`src/rtl/regfile_mp_sb.sv`:
```
// Multi-port integer register file with write-through bypass
// and a per-register busy scoreboard with a running busy count.
module regfile_mp_sb #(
  parameter int XLEN  = 64,
  parameter int NREGS = 32,
  parameter int NREAD = 2,
  localparam int AW   = $clog2(NREGS)
) (
  input  logic                  clk,
  input  logic                  rst,
  input  logic [NREAD*AW-1:0]   rd_addr,
  output logic [NREAD*XLEN-1:0] rd_data,
  output logic [NREAD-1:0]      rd_busy,
  input  logic                  we,
  input  logic [AW-1:0]         wr_addr,
  input  logic [XLEN-1:0]       wr_data,
  input  logic                  sb_set,
  input  logic [AW-1:0]         sb_addr,
  output logic [AW:0]           busy_cnt
);

  logic [XLEN-1:0]  regs [NREGS];
  logic [NREGS-1:0] busy;

  logic set_v;
  logic clr_v;
  logic same;
  logic inc;
  logic dec;

  assign set_v = sb_set && (sb_addr != '0);
  assign clr_v = we && (wr_addr != '0);
  assign same  = set_v && clr_v && (sb_addr == wr_addr);

  // The count tracks the popcount of busy after the update:
  // a set on the retiring register keeps it busy, so no decrement.
  assign inc = set_v && !busy[sb_addr];
  assign dec = clr_v && busy[wr_addr] && !same;

  always_ff @(posedge clk or posedge rst) begin
    if (rst) begin
      for (int r = 0; r < NREGS; r++) begin
        regs[r] <= '0;
      end
    end else if (clr_v) begin
      regs[wr_addr] <= wr_data;
    end
  end

  always_ff @(posedge clk or posedge rst) begin
    if (rst) begin
      busy <= '0;
    end else begin
      for (int r = 1; r < NREGS; r++) begin
        if (set_v && sb_addr == AW'(r)) begin
          busy[r] <= 1'b1;
        end else if (clr_v && wr_addr == AW'(r)) begin
          busy[r] <= 1'b0;
        end
      end
      busy[0] <= 1'b0;
    end
  end

  always_ff @(posedge clk or posedge rst) begin
    if (rst) begin
      busy_cnt <= '0;
    end else begin
      unique case ({inc, dec})
        2'b10:   busy_cnt <= busy_cnt + 1'b1;
        2'b01:   busy_cnt <= busy_cnt - 1'b1;
        default: busy_cnt <= busy_cnt;
      endcase
    end
  end

  for (genvar i = 0; i < NREAD; i++) begin : g_rd
    logic [AW-1:0] a;
    logic          hit;
    logic          zero;

    assign a    = rd_addr[i*AW +: AW];
    assign zero = (a == '0);
    assign hit  = we && (wr_addr == a);

    assign rd_data[i*XLEN +: XLEN] = zero ? '0      :
                                     hit  ? wr_data :
                                            regs[a];
    assign rd_busy[i] = !zero && !hit && busy[a];
  end

endmodule

```
`config.mk`:
```
export PLATFORM = sky130hd
export DESIGN_NAME = regfile_mp_sb
export DESIGN_NICKNAME = d
export VERILOG_FILES = /design/src/rtl/regfile_mp_sb.sv
export SDC_FILE = /design/constraint.sdc
export NUM_CORES = 2
export LEC_CHECK = 0
export CORE_MARGIN = 4
export CORE_UTILIZATION = 60
export DETAILED_ROUTE_END_ITERATION = 7
export GPL_ROUTABILITY_DRIVEN = 0
export MAX_ROUTING_LAYER = met4
export PLACE_DENSITY_LB_ADDON = 0.25
export SETUP_SLACK_MARGIN = 0.15
export SYNTH_ARGS = -nofsm -noshare
export SYNTH_HDL_FRONTEND = slang
export SYNTH_SLANG_ARGS = --single-unit
```
`constraint.sdc`:
```
create_clock -name clk -period 159.1 [get_ports clk]
set_input_delay 31.82 -clock clk [delete_from_list [all_inputs] [get_ports clk]]
set_output_delay 31.82 -clock clk [all_outputs]
set_load 0.02 [all_outputs]
```
==> summary.md <==
| Metric | Value |
|---|---|
| Status | finished clean |
| Synth top cells by count | 2085 x dfrtp_1, 2018 x mux2_2, 847 x mux4_2 |
| Min-Delay Endpoint | regs[2032] |
| Sw power | 445.7 uW |
| Nets | 7577 |
| Top_reg_cell synth | dfrtp_1 |
| Power Dens Cells | 12.92 nW/um^2 |
| Pwr Total | 1.586 mW |
| Synth top area share | 0.4662 |
| Gr usage total | 0.3996 |
| Reg clk slew, reported paths | 0.06 ns |
| Syn_area_per_cell | 14.42 um^2 |
| Slew @ Worst Pin | 1.283 ns |
| Clock power share | 0.341 |
| Routed wire length | 375.0 mm |
| Static Leakage | 52.96 nW |
| CP Launch Type | input pin |
| Initial antenna violation count | 28 |
| Die height | 439.9 um |
| Dominant cell type by area after synthesis | dfrtp_1 |
| Synthesized net count | 7856 |
| Fin crit share | 0.4353 |
| CTS sink count | 2085 |
| Core area | 185400 um^2 |
| Post-route DRC | 0 |
| DP HPWL | 205.1 mm |
| Worst r2r dst | busy_cnt[5] |
| CTS Buf Count | 216 |
| Comb pwr share | 0.211 |
| Sw Ratio | 0.2810 |
| Multi-input logic area | 55940 um^2 |
| Seq cells post-synth | 2085 |
| Sequential power share | 0.448 |
| Starting Density | 0.6036 |
| Via Count | 76958 |
| Layout cell share with drive strength beyond 1 | 0.4568 |
| R2R Setup Slk | 155.53 ns |
| Max Clk Rate | 14.44 MHz |
| Share of flip-flops with an asynchronous set or reset | 1.000 |
| Root buffer cell | clkbuf_16 |
| Die X-Extent | 439.9 um |
| Drt first-iter violations | 9977 |
| Crit path kind | in -> out |
| Post-route antenna net violation count | 0 |
| Clock Path Buffers | 3 |
| Final Setup Violations | 0 |
| Min-delay worst type | reg -> reg |
| Top post-synthesis cells by area | dfrtp_1 47%, mux2_2 20%, mux4_2 17%, mux2i_1 4.2%, clkbuf_1 1.7% |
| Number of global-route vias before repair | 78487 |
| Arr. time, crit path | 37.44 ns |
| CTS tree | done |
| Mapped Area | 111900 um^2 |
| Max IR drop VDD | 0.01450 mV |
| Synth-to-Final Area Change | 9.670% |
| Cell with the most instances after synthesis | dfrtp_1 |
| Final Skew | 0.03689 ns |
| Fill cells | 12990 |
| Global-route wire length before repair | 544.8 mm |
| # rows | 158 |
| Final hold viol count | 0 |
| Grt ovf | 0 |
| Largest net degree at the start of global routing | 189 |
| # IOs | 224 |
| Yosys cell types | 62 |
| Avg WL per Cell | 36.87 um |
| Synth warnings | 0 |
| Start point of the worst hold path | regs[2032] |
| CP max FO | 71 |
| Sequential cell area | 52180 um^2 |
| Max Cap Viol | 0 |
| Post-CTS setup buffer count | 0 |
| Post-CTS sizing | 0 |
| IO Port Bufs | 223 |
| Final Max Slew Viols | 0 |
| P_int | 1.141 mW |
| Via/cell ratio | 7.566 |
| RSZ-0062 raised after global routing | no |
| Crit path capture type | output pin |
| Worst r2r path cells | 11 |
| Worst reg2reg startpoint | busy[4] |
| Die area | 193500 um^2 |
| CTS Hold Buffers Added | 0 |
| Worst-skew pair later-pin latency | 0.88 ns |
| Worst hold stages | 0 |
| Headroom to the max-slew limit | 0.1447 |
| Synth Instances | 7762 |
| Post-synthesis sequential area ratio | 0.4662 |
| H-tree depth | 4 |
| Fin crit period | 69.26 ns |
| 1st-pass router iterations | 8 |
| Number of synthesized flops with an enable pin | 0 |
| Setup Total Neg Slack | 0 ns |
| CP required | 127.28 ns |
## routing by layer
layer  wire length (um)  vias to the layer above  track usage
met3              41580                     1565      0.09582
met2             169300                     5212       0.5823
met4              28830                        0       0.2537
met5                  0                        -            -
li1                   -                    29532            -
met1             135300                    40649       0.5073
## power groups by stage
stage / combinational [mW] / clock, mW / sequential (mW)
after floorplan: 0.258 / 0 / 0.695
after global placement: 0.323 / 0 / 0.705
after detailed placement: 0.332 / 0 / 0.714
after CTS: 0.334 / 0.543 / 0.706
after global routing: 0.357 / 0.566 / 0.720
final: 0.336 / 0.540 / 0.711
## layout make-up
cell class,count,share of cell area
multi-input cells,4742,0.4557
repair buffers,410,0.03082
clock buffers,309,0.05155
clock inverters,90,0.01000
inverters,28,0.001009
well taps,2480,0.02528
flip-flops and latches,2085,0.4251
diodes,28,0.0005708
## metrics by stage
stage               cells  worst slack, ns  hold slack (ns)  area, um^2    util
floorplan            7762            68.38           0.4413      111900       -
global placement     9745            89.73           0.3763      115100  0.6208
detailed placement   9745            89.74           0.3833      115100  0.6208
CTS                 10144            89.74           0.3979      122700  0.6616
global route        10168            89.35           0.4069      122700  0.6619
finish              10172            89.84           0.3960      122700  0.6620
## worst max-delay path, cell delays in order
cell	delay (ns)
buf_8	0.61
buf_4	0.79
buf_4	0.70
buf_4	0.70
buf_4	0.83
mux4_2	0.60
mux2i_1	0.15
o221ai_1	0.12
a32o_1	0.38
clkdlybuf4s50_1	0.58
## logic make-up (layout without fill, tap and decap cells)
kind of cell             after synthesis  in the layout  synth area share
buffers and inverters                935            837           0.03747
flip-flops                          2085           2085            0.4662
adder cells (fa/ha/maj)                6              6         0.0007378
multiplexers                        3339           3339            0.4167
AO/OA/AOI/OAI                        920            920           0.05782
other                                  0             28                 0
XOR/XNOR                              19             19          0.001487
AND/OR/NAND/NOR                      458            458           0.01960
## placed cells by master (no fill, tap or decap), drive strengths merged, types with 56 or more instances in the layout
master,n
dfrtp,2085
mux2,2018
mux4,853
mux2i,468
clkbuf,310
clkdlybuf4s50,213
buf,196
nand2,185
o22ai,182
a22oi,150
o21ai,138
a21oi,110
a32o,63
a22o,57
nor2,56
## worst max path at each step
stage / startpoint / endpoint / slack, ns / cells after the start
floorplan: rst / busy[10] / 68.38 / 1
global placement: rd_addr[0] / rd_data[16] / 89.73 / 10
detailed placement: rd_addr[0] / rd_data[16] / 89.74 / 10
CTS: rd_addr[0] / rd_data[16] / 89.74 / 10
global route: rd_addr[0] / rd_data[16] / 89.35 / 10
finish: rd_addr[0] / rd_data[16] / 89.84 / 10
## registers in the layout (all words and copies together), names as in the netlist
| signal | count |
|---|---|
| regs | 2048 |
| busy | 31 |
| busy_cnt | 6 |
Note: power is estimated with default switching activity, not from simulation.
